File: config.mk
export PLATFORM = sky130hd
export DESIGN_NAME = traffic_light_monitor
export DESIGN_NICKNAME = d
export VERILOG_FILES = /design/src/rtl/tl_pkg.sv /design/src/rtl/tlm_phase_timer.sv /design/src/rtl/traffic_light_monitor.sv
export SDC_FILE = /design/constraint.sdc
export NUM_CORES = 1
export LEC_CHECK = 0
export ABC_AREA = 1
export ABC_CLOCK_PERIOD_IN_PS = 4200
export BUFFER_PORTS_ARGS = -buffer_cell sky130_fd_sc_hd__buf_2
export CAP_MARGIN = 0
export CELL_PAD_IN_SITES_DETAIL_PLACEMENT = 1
export CELL_PAD_IN_SITES_GLOBAL_PLACEMENT = 1
export CORE_UTILIZATION = 35
export DETAILED_ROUTE_END_ITERATION = 12
export PLACE_DENSITY_LB_ADDON = 0.1
export REMOVE_ABC_BUFFERS = 1
export SETUP_SLACK_MARGIN = 0.02
export SLEW_MARGIN = 20
export SYNTH_ARGS = -nofsm -noshare
export SYNTH_HDL_FRONTEND = slang
export SYNTH_SLANG_ARGS = --single-unit
File: constraint.sdc
create_clock -name clk -period 4.2 [get_ports clk]
set_input_delay 0 -clock clk [delete_from_list [all_inputs] [get_ports clk]]
set_output_delay 0 -clock clk [all_outputs]
set_load 0.1 [all_outputs]
File: src/rtl/tl_pkg.sv
// Traffic-light encodings, monitor tracker states and error codes
// shared by the controller and its protocol monitor.
package tl_pkg;

  localparam logic [1:0] RED     = 2'b00;
  localparam logic [1:0] YELLOW  = 2'b01;
  localparam logic [1:0] GREEN   = 2'b10;
  localparam logic [1:0] ILLEGAL = 2'b11;

  typedef logic [2:0] mon_state_t;

  localparam mon_state_t SYNC  = 3'd0;
  localparam mon_state_t NSG   = 3'd1;
  localparam mon_state_t NSY   = 3'd2;
  localparam mon_state_t EWG   = 3'd3;
  localparam mon_state_t EWY   = 3'd4;
  localparam mon_state_t EMERG = 3'd5;

  typedef logic [2:0] err_code_t;

  localparam err_code_t ERR_NONE       = 3'd0;
  localparam err_code_t ERR_ILLEGAL    = 3'd1;
  localparam err_code_t ERR_CONFLICT   = 3'd2;
  localparam err_code_t ERR_BAD_TRANS  = 3'd3;
  localparam err_code_t ERR_EMERG_LATE = 3'd4;
  localparam err_code_t ERR_YELLOW_LEN = 3'd5;
  localparam err_code_t ERR_GREEN_LEN  = 3'd6;

  // Phase implied by a legal, non-conflicting light pair.
  function automatic mon_state_t phase_of(
    input logic [1:0] ns,
    input logic [1:0] ew
  );
    phase_of = SYNC;
    if (ns == GREEN && ew == RED)
      phase_of = NSG;
    else if (ns == YELLOW && ew == RED)
      phase_of = NSY;
    else if (ns == RED && ew == GREEN)
      phase_of = EWG;
    else if (ns == RED && ew == YELLOW)
      phase_of = EWY;
    else if (ns == RED && ew == RED)
      phase_of = EMERG;
  endfunction

  function automatic mon_state_t next_of(input mon_state_t s);
    case (s)
      NSG:     next_of = NSY;
      NSY:     next_of = EWG;
      EWG:     next_of = EWY;
      EWY:     next_of = NSG;
      EMERG:   next_of = NSG;
      default: next_of = SYNC;
    endcase
  endfunction

endpackage

File: src/rtl/tlm_phase_timer.sv
// Saturating phase-duration counter; reloads to 1 on a state change
// and flags when the duration equals or exceeds a target length.
module tlm_phase_timer #(
  parameter int LEN   = 8,
  parameter int DUR_W = 8
) (
  input  logic clk,
  input  logic reset_n,
  input  logic reload,
  output logic eq_len,
  output logic over_len
);

  logic [DUR_W-1:0] dur;

  always_ff @(posedge clk) begin
    if (!reset_n)
      dur <= '0;
    else if (reload)
      dur <= DUR_W'(1);
    else if (dur != '1)
      dur <= dur + DUR_W'(1);
  end

  assign eq_len   = (dur == DUR_W'(LEN));
  assign over_len = (dur > DUR_W'(LEN));

endmodule

File: src/rtl/traffic_light_monitor.sv
// Passive checker for the traffic-light output bus.
// Optional statistics counters: define TLM_STATS_EN.
module traffic_light_monitor
  import tl_pkg::*;
#(
  parameter int GREEN_CYCLES  = 8,
  parameter int YELLOW_CYCLES = 2,
  parameter int EMERG_LAT     = 1,
  parameter int CNT_W         = 16
) (
  input  logic             clk,
  input  logic             reset_n,
  input  logic [1:0]       ns_light,
  input  logic [1:0]       ew_light,
  input  logic             emergency,
  input  logic             clr_err,
  output logic             err_valid,
  output logic [2:0]       err_code,
  output logic             err_sticky,
  output logic [2:0]       mon_state,
  output logic [CNT_W-1:0] cycle_cnt,
  output logic [CNT_W-1:0] emerg_cnt
);

  localparam int DUR_W = $clog2(GREEN_CYCLES + YELLOW_CYCLES + 2) + 1;
  localparam int LAT_W = $clog2(EMERG_LAT + 2);

  mon_state_t st, st_n, obs;
  err_code_t  code;

  logic illegal, conflict, both_red;
  logic is_grn, is_yel, reload;
  logic g_eq, g_over, y_eq, y_over;
  logic bad, len5, len6, emerg_ok;

  logic [EMERG_LAT-1:0] hist;
  logic [EMERG_LAT:0]   hist_n;

  logic             pend, pend_n, done, done_n, late;
  logic [LAT_W-1:0] lat, lat_n;

  assign illegal  = (ns_light == ILLEGAL) || (ew_light == ILLEGAL);
  assign conflict = (ns_light != RED) && (ew_light != RED);
  assign both_red = (ns_light == RED) && (ew_light == RED);
  assign obs      = phase_of(ns_light, ew_light);
  assign is_grn   = (st == NSG) || (st == EWG);
  assign is_yel   = (st == NSY) || (st == EWY);
  assign reload   = (st_n != st);

  // Current sample plus the previous EMERG_LAT samples.
  assign hist_n   = {hist, emergency};
  assign emerg_ok = |hist_n;

  tlm_phase_timer #(.LEN(GREEN_CYCLES), .DUR_W(DUR_W)) u_grn (
    .clk      (clk),
    .reset_n  (reset_n),
    .reload   (reload),
    .eq_len   (g_eq),
    .over_len (g_over)
  );

  tlm_phase_timer #(.LEN(YELLOW_CYCLES), .DUR_W(DUR_W)) u_yel (
    .clk      (clk),
    .reset_n  (reset_n),
    .reload   (reload),
    .eq_len   (y_eq),
    .over_len (y_over)
  );

  // One request stays open until both lights go red; late reported once.
  always_comb begin
    pend_n = pend;
    done_n = done;
    lat_n  = lat;
    late   = 1'b0;
    if (st == SYNC || both_red) begin
      pend_n = 1'b0;
      done_n = 1'b0;
      lat_n  = '0;
    end else if (!pend) begin
      if (emergency) begin
        pend_n = 1'b1;
        done_n = 1'b0;
        lat_n  = '0;
      end
    end else if (!done) begin
      lat_n = lat + LAT_W'(1);
      if (lat == LAT_W'(EMERG_LAT - 1)) begin
        late   = 1'b1;
        done_n = 1'b1;
      end
    end else if (!emergency) begin
      pend_n = 1'b0;
    end
  end

  always_comb begin
    st_n = st;
    code = ERR_NONE;
    bad  = 1'b0;
    len5 = 1'b0;
    len6 = 1'b0;
    if (illegal) begin
      code = ERR_ILLEGAL;
      st_n = SYNC;
    end else if (conflict) begin
      code = ERR_CONFLICT;
      st_n = SYNC;
    end else if (st == SYNC) begin
      if (obs == NSG)
        st_n = NSG;
    end else begin
      if (obs == st) begin
        len5 = is_yel && y_eq;
        len6 = is_grn && g_eq;
      end else if (obs == EMERG) begin
        if (emerg_ok)
          st_n = EMERG;
        else
          bad = 1'b1;
      end else if (obs == next_of(st)) begin
        if (st == EMERG && emergency) begin
          bad = 1'b1;
        end else begin
          st_n = obs;
          len5 = is_yel && !y_eq && !y_over;
          len6 = is_grn && !g_eq && !g_over;
        end
      end else begin
        bad = 1'b1;
      end
      if (bad) begin
        code = ERR_BAD_TRANS;
        st_n = SYNC;
      end else if (late) begin
        code = ERR_EMERG_LATE;
      end else if (len5) begin
        code = ERR_YELLOW_LEN;
      end else if (len6) begin
        code = ERR_GREEN_LEN;
      end
    end
  end

  always_ff @(posedge clk) begin
    if (!reset_n) begin
      st         <= SYNC;
      hist       <= '0;
      pend       <= 1'b0;
      done       <= 1'b0;
      lat        <= '0;
      err_valid  <= 1'b0;
      err_code   <= ERR_NONE;
      err_sticky <= 1'b0;
    end else begin
      st         <= st_n;
      hist       <= hist_n[EMERG_LAT-1:0];
      pend       <= pend_n;
      done       <= done_n;
      lat        <= lat_n;
      err_valid  <= (code != ERR_NONE);
      err_code   <= code;
      err_sticky <= (code != ERR_NONE) || (err_sticky && !clr_err);
    end
  end

  assign mon_state = st;

`ifdef TLM_STATS_EN
  logic [CNT_W-1:0] cyc_q, emg_q;

  always_ff @(posedge clk) begin
    if (!reset_n) begin
      cyc_q <= '0;
      emg_q <= '0;
    end else begin
      if (st == EWY && st_n == NSG)
        cyc_q <= cyc_q + CNT_W'(1);
      if (st != EMERG && st_n == EMERG)
        emg_q <= emg_q + CNT_W'(1);
    end
  end

  assign cycle_cnt = cyc_q;
  assign emerg_cnt = emg_q;
`else
  assign cycle_cnt = '0;
  assign emerg_cnt = '0;
`endif

endmodule
==> metrics.cfg <==
[critical_path]
crit_required_ns=4.42
crit_fanout=9
cp-end-kind=register
cp.arrival_ns=2.56
startpoint_type=register
path_class=reg -> reg

[routing]
wl_per_cell_um=11.6
first_pass_iters=4
drt_iter0_drc=87
final_antenna_net_count=0
via_per_inst=4.55
wl_um=4220
vias=1652
drc=0

[cells_and_area]
diodes=0
final_cell_mix=59 x nand2_1, 32 x conb_1, 29 x inv_1, 27 x nor2_1, 23 x dfxtp_1
area_growth_pct=3.41
drive_above_1_share_pct=19.1
nNetsFinal=309
fillers=697
utilization_pct=37.6
final_common_cell=nand2_1

[floorplan]
die_w_um=75.1
die_h_um=75.1
io_pins=48
die_area_mm2=0.00564
placementRows=26
coreArea_mm2=0.00514
initial_core_util_pct=36.4

[logic_synthesis]
netlist_area_mm2=0.00187
synth-seq-cells=23
ys_seq_area_share_pct=24.6
syn-instance-count=277
yosysWarnings=0
netlist-cell-type-count=28
synth.avg_cell_area_um2=6.75

[placed_design]
place_congestion=0.785
post-place-ws_ns=1.84
portBuffers=15
hpwl_um=3510

[timing]
worst_hold_slack_ns=0.0321
hold_viol=0
fmax_mhz=427
rsz0062_at_grt=false
min_period_ns=2.34
finalWorstSetupSlack_ns=1.86
setup_viol=0
finalMaxSlewViolations=0
skew_ns=0.00469
period_share_pct=55.8
tns_ns=0

[cts]
cts_resized=0
post_cts_buffers=0
h-tree-depth=1
clk_latency_ns=0.27
cts_tree=built
cts_made_buffers=3
clock_path_buffers=2
clk_pin_slew_ns=0.09
root_buffer=clkbuf_8
cts.sinks=23

[global_routing]
track_usage_pct=16.3
grt_pass1_wl_um=6910
grt_pass1_vias=1463
antenna_found_initial=0
grt_max_degree=15
grt-ovfl-total=0

[worst_hold_path]
hold_class=in -> reg

[power]
p_leak_nw=0.956
peakVddDrop_v=0.000223
power_density_mw_per_mm2=346

[outcome]
status=complete, no violations

[run]
cap_violations=0

-- cell type report --
class	count	area, um^2	share of cell area (%)
Clock inverter	1	7.51	0.388
Inverter	35	135	6.99
Clock buffer	3	41.3	2.13
Sequential cell	23	460	23.8
Tap cell	70	87.6	4.53
Timing Repair Buffer	16	85.1	4.40
Multi-Input combinational cell	215	1120	57.8
-- metal layers --
metal / track usage [%] / wire [um] / up-vias
li1: - / - / 845
met1: 19.8 / 1970 / 768
met2: 29.2 / 2010 / 32
met3: 2.95 / 171 / 7
met4: 4.61 / 64 / 0
met5: 0 / 0 / -
-- cells by family after synthesis --
kind of cell,count (synthesis),share of synthesized area [%]
XOR/XNOR,6,2.81
buffers and inverters,70,21.9
adder cells (fa/ha/maj),7,4.68
other,1,0.200
AND/OR/NAND/NOR,151,40.3
AO/OA/AOI/OAI,18,4.95
flip-flops,23,24.6
multiplexers,1,0.535
-- critical path: stages, from the launching register on --
cell and delay, ns:
dfxtp_1 0.63, inv_4 0.12, nor2_4 0.15, nand2_1 0.07
nand2_1 0.09, nand2_2 0.06, nor2_4 0.13, nand3_2 0.15
nand2_1 0.09, nand2_1 0.07, nand2_1 0.06, nand4_1 0.10
nand2_1 0.09, nand3_1 0.12, nor2_4 0.15, nand2_4 0.12
nor2_2 0.09
-- state kept, by name (all words and copies together) (netlist names) --
register	count
lat	2
hist	1
mon_state	3
err_valid	1
pend	1
err_sticky	1
u_yel.dur	5
u_grn.dur	5
err_code	3
done	1
-- stage by stage --
stage               total power, W  instance area [um^2]  instances
floorplan                 0.000494                  1710        273
global placement          0.000531                  1880        358
detailed placement        0.000533                  1880        358
CTS                       0.000682                  1930        363
global route              0.000709                  1930        363
finish                    0.000669                  1930        363
-- path summary, 6_finish.rpt --
check / to / depth (start not counted) / start / slack, ns
worst max-delay path: u_yel.dur[3]$_SDFFE_PP0P_ / 16 / mon_state[0]$_SDFF_PN0_ / 1.86
worst max register to register: u_yel.dur[3]$_SDFFE_PP0P_ / 16 / mon_state[0]$_SDFF_PN0_ / 1.86
worst min-delay path: hist$_SDFF_PN0_ / 3 / reset_n / 0.03
worst min register to register: lat[0]$_SDFFE_PP0P_ / 2 / lat[0]$_SDFFE_PP0P_ / 0.47
-- timing repair --
item                                    4_1_cts  5_1_grt
endpoints found under the setup margin        0        0
hold buffers                                  1        0
hold endpoints to repair                      1        0
-- synth_stat cells --
library cell	n	area (um^2)
xor2_1	6	52.6
nor2_2	13	81.3
nand2_4	2	22.5
o21ai_1	1	5.00
inv_2	4	15.0
o22ai_1	2	12.5
nand4_2	1	12.5
buf_6	3	33.8
mux2i_1	1	10.0
and3_1	1	6.26
dfxtp_1	23	460
o21ai_0	5	25.0
nand3_1	17	85.1
inv_4	1	6.26
nand3b_1	2	15.0
nand3_2	3	30.0
conb_1	1	3.75
clkinv_2	1	5.00
nor2_1	27	101
nand4_1	11	68.8
nor2_4	4	45.0
buf_4	32	240
inv_1	29	109
ha_1	7	87.6
a21oi_1	10	50.1
nand2_2	8	50.1
nor3_1	3	15.0
nand2_1	59	221
-- report_power, final --
part	switching (W)	internal (W)	leakage (nW)	total, W
Combinational	0.000239	0.0000455	0.746	0.000284
Clock	0.0000752	0.0000672	0.0217	0.000142
Sequential	0.0000118	0.000230	0.188	0.000242
No activity file was read; power rests on OpenSTA's default activity.
